## src/rtl/riscv_ctrl_pkg.sv

```systemverilog
// Shared definitions for the multi-cycle RV64I control sequencer:
// state encoding, major opcodes and datapath select encodings.
package riscv_ctrl_pkg;

    // Sequencer states; the numeric value is what the debug state port shows.
    typedef enum logic [3:0] {
        S_IDLE   = 4'd0,
        S_FETCH  = 4'd1,
        S_DECODE = 4'd2,
        S_MEMADR = 4'd3,
        S_MEMRD  = 4'd4,
        S_MEMWB  = 4'd5,
        S_MEMWR  = 4'd6,
        S_EXEC_R = 4'd7,
        S_EXEC_I = 4'd8,
        S_ALUWB  = 4'd9,
        S_BRANCH = 4'd10,
        S_ERROR  = 4'd11
    } state_t;

    // Major opcodes, instruction bits [6:0]
    localparam logic [6:0] OP_LOAD   = 7'b0000011;
    localparam logic [6:0] OP_STORE  = 7'b0100011;
    localparam logic [6:0] OP_RTYPE  = 7'b0110011;
    localparam logic [6:0] OP_ITYPE  = 7'b0010011;
    localparam logic [6:0] OP_BRANCH = 7'b1100011;

    // ALU operation class handed to the ALU control block
    localparam logic [1:0] ALUOP_ADD   = 2'b00;
    localparam logic [1:0] ALUOP_SUB   = 2'b01;
    localparam logic [1:0] ALUOP_RTYPE = 2'b10;
    localparam logic [1:0] ALUOP_ITYPE = 2'b11;

    // ALU operand B source
    localparam logic [1:0] SRCB_RS2     = 2'b00;
    localparam logic [1:0] SRCB_FOUR    = 2'b01;
    localparam logic [1:0] SRCB_IMM     = 2'b10;
    localparam logic [1:0] SRCB_IMM_SH1 = 2'b11;

    // States that hold a request on the shared memory port
    function automatic logic is_mem_state(input state_t s);
        return (s == S_FETCH) || (s == S_MEMRD) || (s == S_MEMWR);
    endfunction

endpackage

```

## src/rtl/mem_wait_timer.sv

```systemverilog
// Counts consecutive stalled cycles of a memory request and flags the
// cycle on which the last permitted wait is spent without completion.
module mem_wait_timer #(
    parameter int MEM_TIMEOUT = 16
) (
    input  logic clk,
    input  logic reset,
    input  logic in_mem,
    input  logic mem_ready,
    output logic timeout
);

    localparam int CW = (MEM_TIMEOUT > 1) ? $clog2(MEM_TIMEOUT) : 1;

    logic [CW-1:0] wait_cnt;
    logic          stalled;

    assign stalled = in_mem && !mem_ready;
    assign timeout = stalled && (wait_cnt == CW'(MEM_TIMEOUT - 1));

    // Count stalled cycles; completion, timeout or leaving the state clears.
    always_ff @(posedge clk or negedge reset) begin
        if (!reset) begin
            wait_cnt <= '0;
        end else if (!stalled || timeout) begin
            wait_cnt <= '0;
        end else begin
            wait_cnt <= wait_cnt + CW'(1);
        end
    end

endmodule

```

## src/rtl/multicycle_control.sv

```systemverilog
// Multi-cycle sequencer for the RV64I datapath. Moore outputs per state,
// plus fetch-completion strobes that depend on mem_ready in S_FETCH.
//
// Memory handshake: mem_read / mem_write are requests held high for every
// cycle of a memory state; the transfer completes in the cycle mem_ready=1,
// and the FSM leaves the state at the following edge. A request stalled for
// MEM_TIMEOUT cycles sends the FSM to S_ERROR.
module multicycle_control
    import riscv_ctrl_pkg::*;
#(
    parameter int MEM_TIMEOUT = 16,
    parameter int COUNT_W     = 32
) (
    input  logic               clk,
    input  logic               reset,
    input  logic [6:0]         opcode,
    input  logic               mem_ready,
    output logic               pc_write,
    output logic               pc_write_cond,
    output logic               ir_write,
    output logic               i_or_d,
    output logic               mem_read,
    output logic               mem_write,
    output logic               mem_to_reg,
    output logic               reg_write,
    output logic               alu_src_a,
    output logic [1:0]         alu_src_b,
    output logic [1:0]         alu_op,
    output logic               pc_source,
    output logic               error,
    output logic [COUNT_W-1:0] retired,
    output logic [3:0]         state
);

    state_t             cur_state;
    state_t             next_state;
    logic               timeout;
    logic               retire;
    logic [COUNT_W-1:0] retired_q;

    assign state   = cur_state;
    assign retired = retired_q;

    mem_wait_timer #(
        .MEM_TIMEOUT(MEM_TIMEOUT)
    ) u_timer (
        .clk      (clk),
        .reset    (reset),
        .in_mem   (is_mem_state(cur_state)),
        .mem_ready(mem_ready),
        .timeout  (timeout)
    );

    // State register
    always_ff @(posedge clk or negedge reset) begin
        if (!reset) begin
            cur_state <= S_IDLE;
        end else begin
            cur_state <= next_state;
        end
    end

    // Retired-instruction counter, wraps naturally
    always_ff @(posedge clk or negedge reset) begin
        if (!reset) begin
            retired_q <= '0;
        end else if (retire) begin
            retired_q <= retired_q + COUNT_W'(1);
        end
    end

    // Next-state and output decode
    always_comb begin
        next_state    = cur_state;
        pc_write      = 1'b0;
        pc_write_cond = 1'b0;
        ir_write      = 1'b0;
        i_or_d        = 1'b0;
        mem_read      = 1'b0;
        mem_write     = 1'b0;
        mem_to_reg    = 1'b0;
        reg_write     = 1'b0;
        alu_src_a     = 1'b0;
        alu_src_b     = SRCB_RS2;
        alu_op        = ALUOP_ADD;
        pc_source     = 1'b0;
        error         = 1'b0;
        retire        = 1'b0;

        case (cur_state)
            S_IDLE: next_state = S_FETCH;
            S_FETCH: begin
                mem_read  = 1'b1;
                alu_src_b = SRCB_FOUR;
                if (mem_ready) begin
                    ir_write   = 1'b1;
                    pc_write   = 1'b1;
                    next_state = S_DECODE;
                end else if (timeout) begin
                    next_state = S_ERROR;
                end
            end
            S_DECODE: begin
                alu_src_b = SRCB_IMM_SH1;
                case (opcode)
                    OP_LOAD, OP_STORE: next_state = S_MEMADR;
                    OP_RTYPE:          next_state = S_EXEC_R;
                    OP_ITYPE:          next_state = S_EXEC_I;
                    OP_BRANCH:         next_state = S_BRANCH;
                    default:           next_state = S_ERROR;
                endcase
            end
            S_MEMADR: begin
                alu_src_a = 1'b1;
                alu_src_b = SRCB_IMM;
                if (opcode == OP_LOAD) begin
                    next_state = S_MEMRD;
                end else if (opcode == OP_STORE) begin
                    next_state = S_MEMWR;
                end else begin
                    next_state = S_ERROR;
                end
            end
            S_MEMRD: begin
                mem_read = 1'b1;
                i_or_d   = 1'b1;
                if (mem_ready) begin
                    next_state = S_MEMWB;
                end else if (timeout) begin
                    next_state = S_ERROR;
                end
            end
            S_MEMWB: begin
                reg_write  = 1'b1;
                mem_to_reg = 1'b1;
                next_state = S_FETCH;
                retire     = 1'b1;
            end
            S_MEMWR: begin
                mem_write = 1'b1;
                i_or_d    = 1'b1;
                if (mem_ready) begin
                    next_state = S_FETCH;
                    retire     = 1'b1;
                end else if (timeout) begin
                    next_state = S_ERROR;
                end
            end
            S_EXEC_R: begin
                alu_src_a  = 1'b1;
                alu_src_b  = SRCB_RS2;
                alu_op     = ALUOP_RTYPE;
                next_state = S_ALUWB;
            end
            S_EXEC_I: begin
                alu_src_a  = 1'b1;
                alu_src_b  = SRCB_IMM;
                alu_op     = ALUOP_ITYPE;
                next_state = S_ALUWB;
            end
            S_ALUWB: begin
                reg_write  = 1'b1;
                next_state = S_FETCH;
                retire     = 1'b1;
            end
            S_BRANCH: begin
                alu_src_a     = 1'b1;
                alu_src_b     = SRCB_RS2;
                alu_op        = ALUOP_SUB;
                pc_write_cond = 1'b1;
                pc_source     = 1'b1;
                next_state    = S_FETCH;
                retire        = 1'b1;
            end
            default: begin
                // S_ERROR and unused encodings park here until reset
                error      = 1'b1;
                next_state = S_ERROR;
            end
        endcase
    end

endmodule

```

## config.mk

```make
export PLATFORM = sky130hd
export DESIGN_NAME = multicycle_control
export DESIGN_NICKNAME = d
export VERILOG_FILES = /design/src/rtl/riscv_ctrl_pkg.sv /design/src/rtl/mem_wait_timer.sv /design/src/rtl/multicycle_control.sv
export SDC_FILE = /design/constraint.sdc
export NUM_CORES = 1
export LEC_CHECK = 0
export CELL_PAD_IN_SITES_DETAIL_PLACEMENT = 1
export CELL_PAD_IN_SITES_GLOBAL_PLACEMENT = 1
export CORE_MARGIN = 4
export CORE_UTILIZATION = 40
export CTS_CLUSTER_SIZE = 12
export DETAILED_ROUTE_END_ITERATION = 8
export DONT_BUFFER_PORTS = 1
export GPL_TIMING_DRIVEN = 0
export PLACE_DENSITY_LB_ADDON = 0.1
export SLEW_MARGIN = 15
export SYNTH_ARGS = -nofsm -noshare
export SYNTH_HDL_FRONTEND = slang
export SYNTH_SLANG_ARGS = --single-unit
```

## constraint.sdc

```tcl
create_clock -name clk -period 2 [get_ports clk]
set_input_delay 0.2 -clock clk [delete_from_list [all_inputs] [get_ports clk]]
set_output_delay 0.2 -clock clk [all_outputs]
set_load 0.005 [all_outputs]
```

### After elaboration in Yosys (flattened, before gate mapping)

Cells that the tools add are included.

* register bits: 40
* bits in latches: 0
* memory bits (writable): 0
* ROM bits: 0
* output and inout port bits: 51
* logic and storage cells: 61
* memories kept: 0

* add/subtract/negate cells: 2
* multipliers: 0
* div/mod/pow operators: 0
* order comparisons: 0
* equal/unequal tests: 16
* shift-type cells: 0
* muxes and demuxes: 22
* bitwise gates (word level): 0
* reductions and logical operators: 18

Operator list (number)
* adder 32 x 1 -> 32 bit (second input constant): 1
* 2-to-1 mux 4 bit: 7
* one-hot mux 4 bit (7 select lines): 1
* == test 4 x 3 -> 1 bit (second input constant): 4
* == test 4 bit (second input constant): 4
* one-hot mux 4 bit (4 select lines): 1
* == test 7 x 6 -> 1 bit (second input constant): 2
* one-hot mux 2 bit (3 select lines): 2
* OR reduction 2 bit: 6
* OR reduction 11 bit: 1
* 2-to-1 mux 1 bit: 10
* == test 4 x 2 -> 1 bit (second input constant): 2
* OR reduction 4 bit: 2
* == test 7 x 2 -> 1 bit (second input constant): 1
* == test 7 x 5 -> 1 bit (second input constant): 1
* == test 7 bit (second input constant): 1
* adder 4 x 1 -> 4 bit (second input constant): 1
* == test 4 x 1 -> 1 bit (second input constant): 1
* logical NOT 4 bit: 1
* logical OR 1 bit: 3
* OR reduction 3 bit: 1
* logical AND 1 bit: 2
* logical NOT 1 bit: 2
* one-hot mux 1 bit (2 select lines): 1

### Logic depth before layout (Yosys ltp)

Gate-level depths: netlist of the first run.

* depth after elaboration: 8
* gate-level depth with buffers: 6
* gate-level depth less buffers: 5

### Hierarchy

A second synthesis of the first run with hierarchy kept.

* cell total of the unflattened synthesis: 244
* area, all modules: 2381.0 um2

By module, submodules not included
* multicycle_control: instances 1, cells an instance 227, area each 2183.3 um2, seq. area each 900.9 um2
* mem_wait_timer: instances 1, cells an instance 17, area each 197.7 um2, seq. area each 100.1 um2

### Least setup slack after synthesis of the first run

No wires, ideal clock.

* path kind: register to register
* start: register cur_state[2], in the netlist state[2]
* end: register retired_q[25], in the netlist retired[25]
* arrival time: 1.674 ns
* data required time: 1.921 ns
* path slack: 0.247 ns
* cell stages (with the launch flop): 7
* path buffers: 2
* cell sequence: dfrtp_1 > buf_6 > nand2b_1 > a311o_1 > buf_6 > nor4_1 > xor2_1

* longest elaborated chain between the ends: 3
* elaborated cells between the ends (all ways): 6

RTL lines
* from (decl): line multicycle_control.sv:35 `state_t cur_state;`
* from (signal assigned): line multicycle_control.sv:59 `cur_state <= next_state;`
* == test 4 bit or == test 4 x 3 -> 1 bit (tied branches): line multicycle_control.sv:90 `case (cur_state)`
* OR reduction 3 bit (no line)
* one-hot mux 1 bit (2 select lines) *: line multicycle_control.sv:90
* to (signal assigned): line multicycle_control.sv:68 `retired_q <= retired_q + COUNT_W'(1);`
* to (decl): line multicycle_control.sv:39 `logic [COUNT_W-1:0] retired_q;`

Every way passes the cells marked *; elsewhere a longest branch is shown, timed or not.
A chain may end at the register's enable or synchronous reset.

### Worst setup path in the final report of the first run

* start: register cur_state[1], in the netlist state[1]
* end: register retired_q[27], in the netlist retired[27]

The elaborated chain is that of the path after synthesis.

==> metrics.yaml, run 1 <==
floorplan:
  rows: 27
  die_h_um: 83.6
  die_area_um2: 6980
  core_area_um2: 5510
  die_x_um: 83.6
  io-pin-count: 61
  initial_core_util_pct: 41.5
sta:
  timing.final.crit_period_ps: 1930
  finalHoldViolCount: 0
  rsz0062_at_grt: "no"
  drv_slew: 0
  slew_headroom_pct: 56.8
  finClkSkew_ps: 4.49
  worstMarginPinSlew_ps: 639
  timing.hold.ws_ps: 113
  max_freq_mhz: 519
  finalCritPeriodShare_pct: 96.3
  setup_viol: 0
logic_synthesis:
  async_flop_share_pct: 100
  ys_seq_area_share_pct: 43.8
  synth_seq_cells: 40
  syn_nets: 257
  synth_edf_count: 0
  synth.top_cell.area_share_pct: 43.8
  synthTopCellsByArea: "dfrtp_1 (44%), xor2_1 (11%), nor3_1 (4.4%)"
  synth_area_um2: 2280
  synth_top_flop_cell: "dfrtp_1"
  syn_area_per_cell_um2: 9.33
  yosysWarnings: 0
  yosys.area.top_type: "dfrtp_1"
  syn_inst: 245
  synth_cell_type_count: 44
clock_tree:
  htreeDepth: 2
  clk_latency_ps: 290
  cts_buffers: 5
  clkTransAtPathRegs_ps: 80
  cts_tree: "built"
  root_buffer: "clkbuf_8"
  cts_sinks: 40
  clock_path_buffers: 2
route:
  final_antenna_net_count: 0
  drc_errors: 0
  drt-total-wl_um: 6110
  wl_per_cell_um: 18.6
  vias: 1832
  viasPerCell: 5.59
  drt-pass1-iter-count: 4
  drtIter0Drc: 79
final_layout:
  multiInputGateArea_um2: 1240
  fin_area_um2: 2600
  nFillCells: 634
  syn_to_final_growth_pct: 13.8
  seq_area_um2: 1000
  nets: 267
  drive_gt1_share_pct: 14.5
  fin_cells: 328
  diodes: 0
critical_path:
  reg2regPathDepth: 6
  cp_num_buf_inv: 2
  end_kind: "flip-flop"
  path_delay_family: "compound AO/OA/AOI/OAI gates"
  startpoint_type: "flip-flop"
  regToRegSetupSlack_ps: 70
  path_max_fanout: 10
  slowest_stage: "a311o_2"
  critPathRequiredTime_ps: 2210
  crit_arrival_ps: 2140
  critPathMaxStageDelay_ps: 420
  path_cells: "buf_2 -> xnor2_1 -> a311o_2 -> buf_6 -> nor4_2 -> xor2_1"
  r2r-end: "retired[27]"
  path_class: "reg2reg"
  reg2reg_from: "state[1]"
placement:
  port_buffers: 0
  place_inst: 317
  routabilityCongestion: 0.784
  dp_hpwl_um: 4330
  place_area_um2: 2370
grt:
  overflow: 0
  antenna_found_initial: 0
  first_global_vias: 1970
  grt_max_degree: 41
  grt_first_pass_wirelength_um: 10300
  grt_use_total_pct: 18.1
min_path:
  min_path_type: "in2reg"
  min_to: "state[3]"
  hp-start: "opcode[4]"
  hold_depth: 2
power:
  power_density_nw_per_um2: 1110
  ir_drop_mv: 0.675
  p_leak_nw: 0.933
run:
  drv_cap: 0
run_status:
  status: "completed"
-- metal layers --
metal / wire, um / up-vias / GRT usage (%)
met5: 0 / - / 0
met4: 88 / 0 / 6.14
met3: 366 / 7 / 5.73
met2: 3060 / 45 / 31.5
met1: 2590 / 903 / 21.1
li1: - / 877 / -
-- worst max-delay path by stage --
stage / startpoint / end / slack (ps) / cells past startpoint
2_1_floorplan: state[2] / retired[25] / 250 / 6
3_3_place_gp: retired[13] / retired[28] / -110 / 5
3_5_place_dp: retired[13] / retired[28] / -160 / 5
4_1_cts: state[2] / retired[25] / 1 / 6
5_1_grt: state[1] / retired[25] / 5 / 6
6_report: state[1] / retired[27] / 70 / 6
-- metrics by stage --
step / power, mW / util [%] / worst slack, ps / setup TNS [ps]
after floorplan: 1.96 / - / 247 / 0
after global placement: 2.23 / 43.1 / -110 / -689
after detailed placement: 2.25 / 43.1 / -156 / -1030
after CTS: 2.86 / 45.8 / 1.50 / 0
after global routing: 3.13 / 47.2 / 4.61 / 0
final: 2.89 / 47.2 / 74.3 / 0
-- sequential cells by signal, summed over array words and instances (netlist names) --
name              cells
retired              32
state                 4
u_timer.wait_cnt      4
-- cell type report --
| class | instances | area share, % |
|---|---|---|
| Buffer | 16 | 3.66 |
| Sequential cell | 40 | 38.5 |
| Tap cell | 72 | 3.46 |
| Inverter | 10 | 1.44 |
| Clock buffer | 6 | 3.18 |
| Clock inverter | 2 | 0.385 |
| Timing Repair Buffer | 4 | 1.73 |
| Multi-Input combinational cell | 178 | 47.6 |
-- cell families (layout without fill, tap and decap cells) --
logic type / after synthesis / in the layout / share of synthesized area [%]
AO/OA/AOI/OAI: 26 / 26 / 7.23
XOR/XNOR: 35 / 35 / 13.4
adder cells (fa/ha/maj): 2 / 2 / 1.10
buffers and inverters: 27 / 38 / 5.70
flip-flops: 40 / 40 / 43.8
multiplexers: 2 / 2 / 0.931
AND/OR/NAND/NOR: 113 / 113 / 27.8
-- layout by cell type, fill, tap and decap left out, drive strengths merged, types with 8 or more instances in the layout --
cell	instances
xor2	28
inv	10
nand2	24
nor4	10
nand4	8
nor2	13
clkbuf	12
nor3	20
buf	13
dfrtp	40
-- repair_timing --
action,4_1_cts,5_1_grt
setup buffers,1,1
endpoints found under the setup margin,12,28
gates resized for setup,4,17
hold endpoints to repair,40,0
pin swaps,1,4
hold buffers,2,0
-- power by group --
part / internal, mW / switching [mW] / leakage, nW
Sequential: 0.954 / 0.195 / 0.412
Clock: 0.275 / 0.284 / 0.0510
Combinational: 0.434 / 0.748 / 0.470
-- cell usage after synthesis (all sizes together), types with 7 or more instances --
library cell and count:
buf 9, clkbuf 8, dfrtp 40, inv 10, nand2 24, nand4 8
nor2 13, nor3 20, nor4 10, xnor2 7, xor2 28
(Power assumes the default switching activity.)
==> inputs of run 2 (changes only) <==
==> constraint.sdc (replaced) <==
create_clock -name clk -period 2.4 [get_ports clk]
set_input_delay 0.24 -clock clk [delete_from_list [all_inputs] [get_ports clk]]
set_output_delay 0.24 -clock clk [all_outputs]
set_load 0.005 [all_outputs]
==> run 2 against run 1 <==
Compared with the run above:
- combinational power fell by 23%
- highest routed layer unchanged
- global-route usage fell by 0.19 points
- clock skew fell by 0.59 ps
- design area fell by 3.9%
- die area did not move
- final cell count fell by 0.30%
- via count fell by 0.27%
- critical path depth fell by 1
==> metrics.yaml, run 2 (same netlist as run 1, synthesis figures left out) <==
run_status:
  status: "completed"
route:
  viasPerCell: 5.59
  final_antenna_net_count: 0
  drt-total-wl_um: 5950
  drtIter0Drc: 64
  wl_per_cell_um: 18.2
  drc_errors: 0
  vias: 1827
  drt-pass1-iter-count: 4
critical_path:
  crit_arrival_ps: 2330
  path_class: "reg2reg"
  slowest_stage: "dfrtp_1"
  critPathMaxStageDelay_ps: 460
  critPathRequiredTime_ps: 2620
  path_cells: "and4_1 -> clkbuf_1 -> nand4b_1 -> nor3_1 -> xor2_1"
  path_max_fanout: 9
  end_kind: "flip-flop"
  regToRegSetupSlack_ps: 290
  startpoint_type: "flip-flop"
min_path:
  min_path_type: "in2reg"
floorplan:
  io-pin-count: 61
  die_h_um: 83.6
  core_area_um2: 5510
  rows: 27
  initial_core_util_pct: 41.5
  die_x_um: 83.6
  die_area_um2: 6980
sta:
  timing.hold.ws_ps: 149
  timing.setup.tns_ps: 0
  rsz0062_at_grt: "no"
  timing.final.crit_period_ps: 2110
  max_freq_mhz: 473
  slew_headroom_pct: 56.9
  finalCritPeriodShare_pct: 88.1
  drv_slew: 0
  setup_viol: 0
  finClkSkew_ps: 3.90
  finalHoldViolCount: 0
  worstMarginPinSlew_ps: 637
grt:
  grt_first_pass_wirelength_um: 10200
  grt_max_degree: 41
  grt_use_total_pct: 18.0
  antenna_found_initial: 0
  overflow: 0
  first_global_vias: 1951
clock_tree:
  cts_sinks: 40
  cts_buffers: 5
  clock_path_buffers: 2
  clk_latency_ps: 290
  clkTransAtPathRegs_ps: 80
  post_cts_buffers: 0
  cts_tree: "built"
  htreeDepth: 2
  root_buffer: "clkbuf_8"
final_layout:
  nets: 266
  largest_reg_flops: 32
  final_common_cell: "dfrtp_1"
  diodes: 0
  syn_to_final_growth_pct: 9.31
  postLayoutCoreUtil_pct: 45.4
  nFillCells: 644
  drive_gt1_share_pct: 9.02
  layout_common_cells: "dfrtp_1 (40), xor2_1 (28), nand2_1 (24)"
power:
  ir_drop_mv: 0.556
  power_density_nw_per_um2: 933
  p_leak_nw: 0.901
placement:
  dp_hpwl_um: 4330
  port_buffers: 0
  routabilityCongestion: 0.784
run:
  drv_cap: 0
run 2: area by class of cell:
| cell class | count | area, um^2 | share of cell area [%] |
|---|---|---|---|
| clock inverter | 2 | 10.0 | 0.401 |
| clock buffer | 6 | 82.6 | 3.31 |
| multi-input combinational | 178 | 1150 | 46.2 |
| tap | 72 | 90.1 | 3.61 |
| timing repair buffer | 2 | 30.0 | 1.20 |
| inverter | 10 | 37.5 | 1.50 |
| sequential | 40 | 1000 | 40.1 |
| buffer | 17 | 92.6 | 3.71 |
run 2: final timing paths:
check                            start             endpoint  depth (start not counted)
setup / recovery           retired[13]          retired[24]                          5
hold / removal               opcode[4]             state[3]                          2
setup reg to reg           retired[13]          retired[24]                          5
hold reg to reg            retired[31]          retired[31]                          1
max in group asynchronous        reset  u_timer.wait_cnt[1]                          2
min in group asynchronous        reset           retired[7]                          2
run 2: routing by layer:
| layer | up-vias | track usage (%) | part of all wire [%] |
|---|---|---|---|
| met5 | - | 0 | 0 |
| met4 | 0 | 6.14 | 1.5 |
| met3 | 6 | 5.73 | 6.6 |
| met2 | 44 | 30.7 | 50 |
| met1 | 900 | 21.2 | 42 |
| li1 | 877 | - | - |
run 2: worst max-delay path: cells and delay by family, from the launching register on:
kind | cells | cell delay, ps
and+or+nand+nor | 3 | 1020
xor gates and xnor gates | 1 | 170
buffers and inverters | 1 | 390
DFF | 1 | 460
run 2: power breakdown:
group / total, mW / leakage, nW / switching, mW / internal (mW)
clock network: 0.463 / 0.0510 / 0.234 / 0.229
logic: 0.910 / 0.437 / 0.570 / 0.340
registers: 0.956 / 0.412 / 0.162 / 0.795
run 2: through the flow:
stage	area [um^2]	worst slack, ps	std cells	total power, mW
floorplan	2280	647	245	1.63
global placement	2370	290	317	1.85
detailed placement	2370	244	317	1.87
CTS	2500	224	327	2.37
global route	2500	17.5	327	2.53
finish	2500	285	327	2.33
run 2: repair_timing:
action	in CTS	in global routing
endpoints found under the setup margin	0	0
gates resized for setup	0	0
endpoints found under the hold margin	40	0
hold buffers	2	0
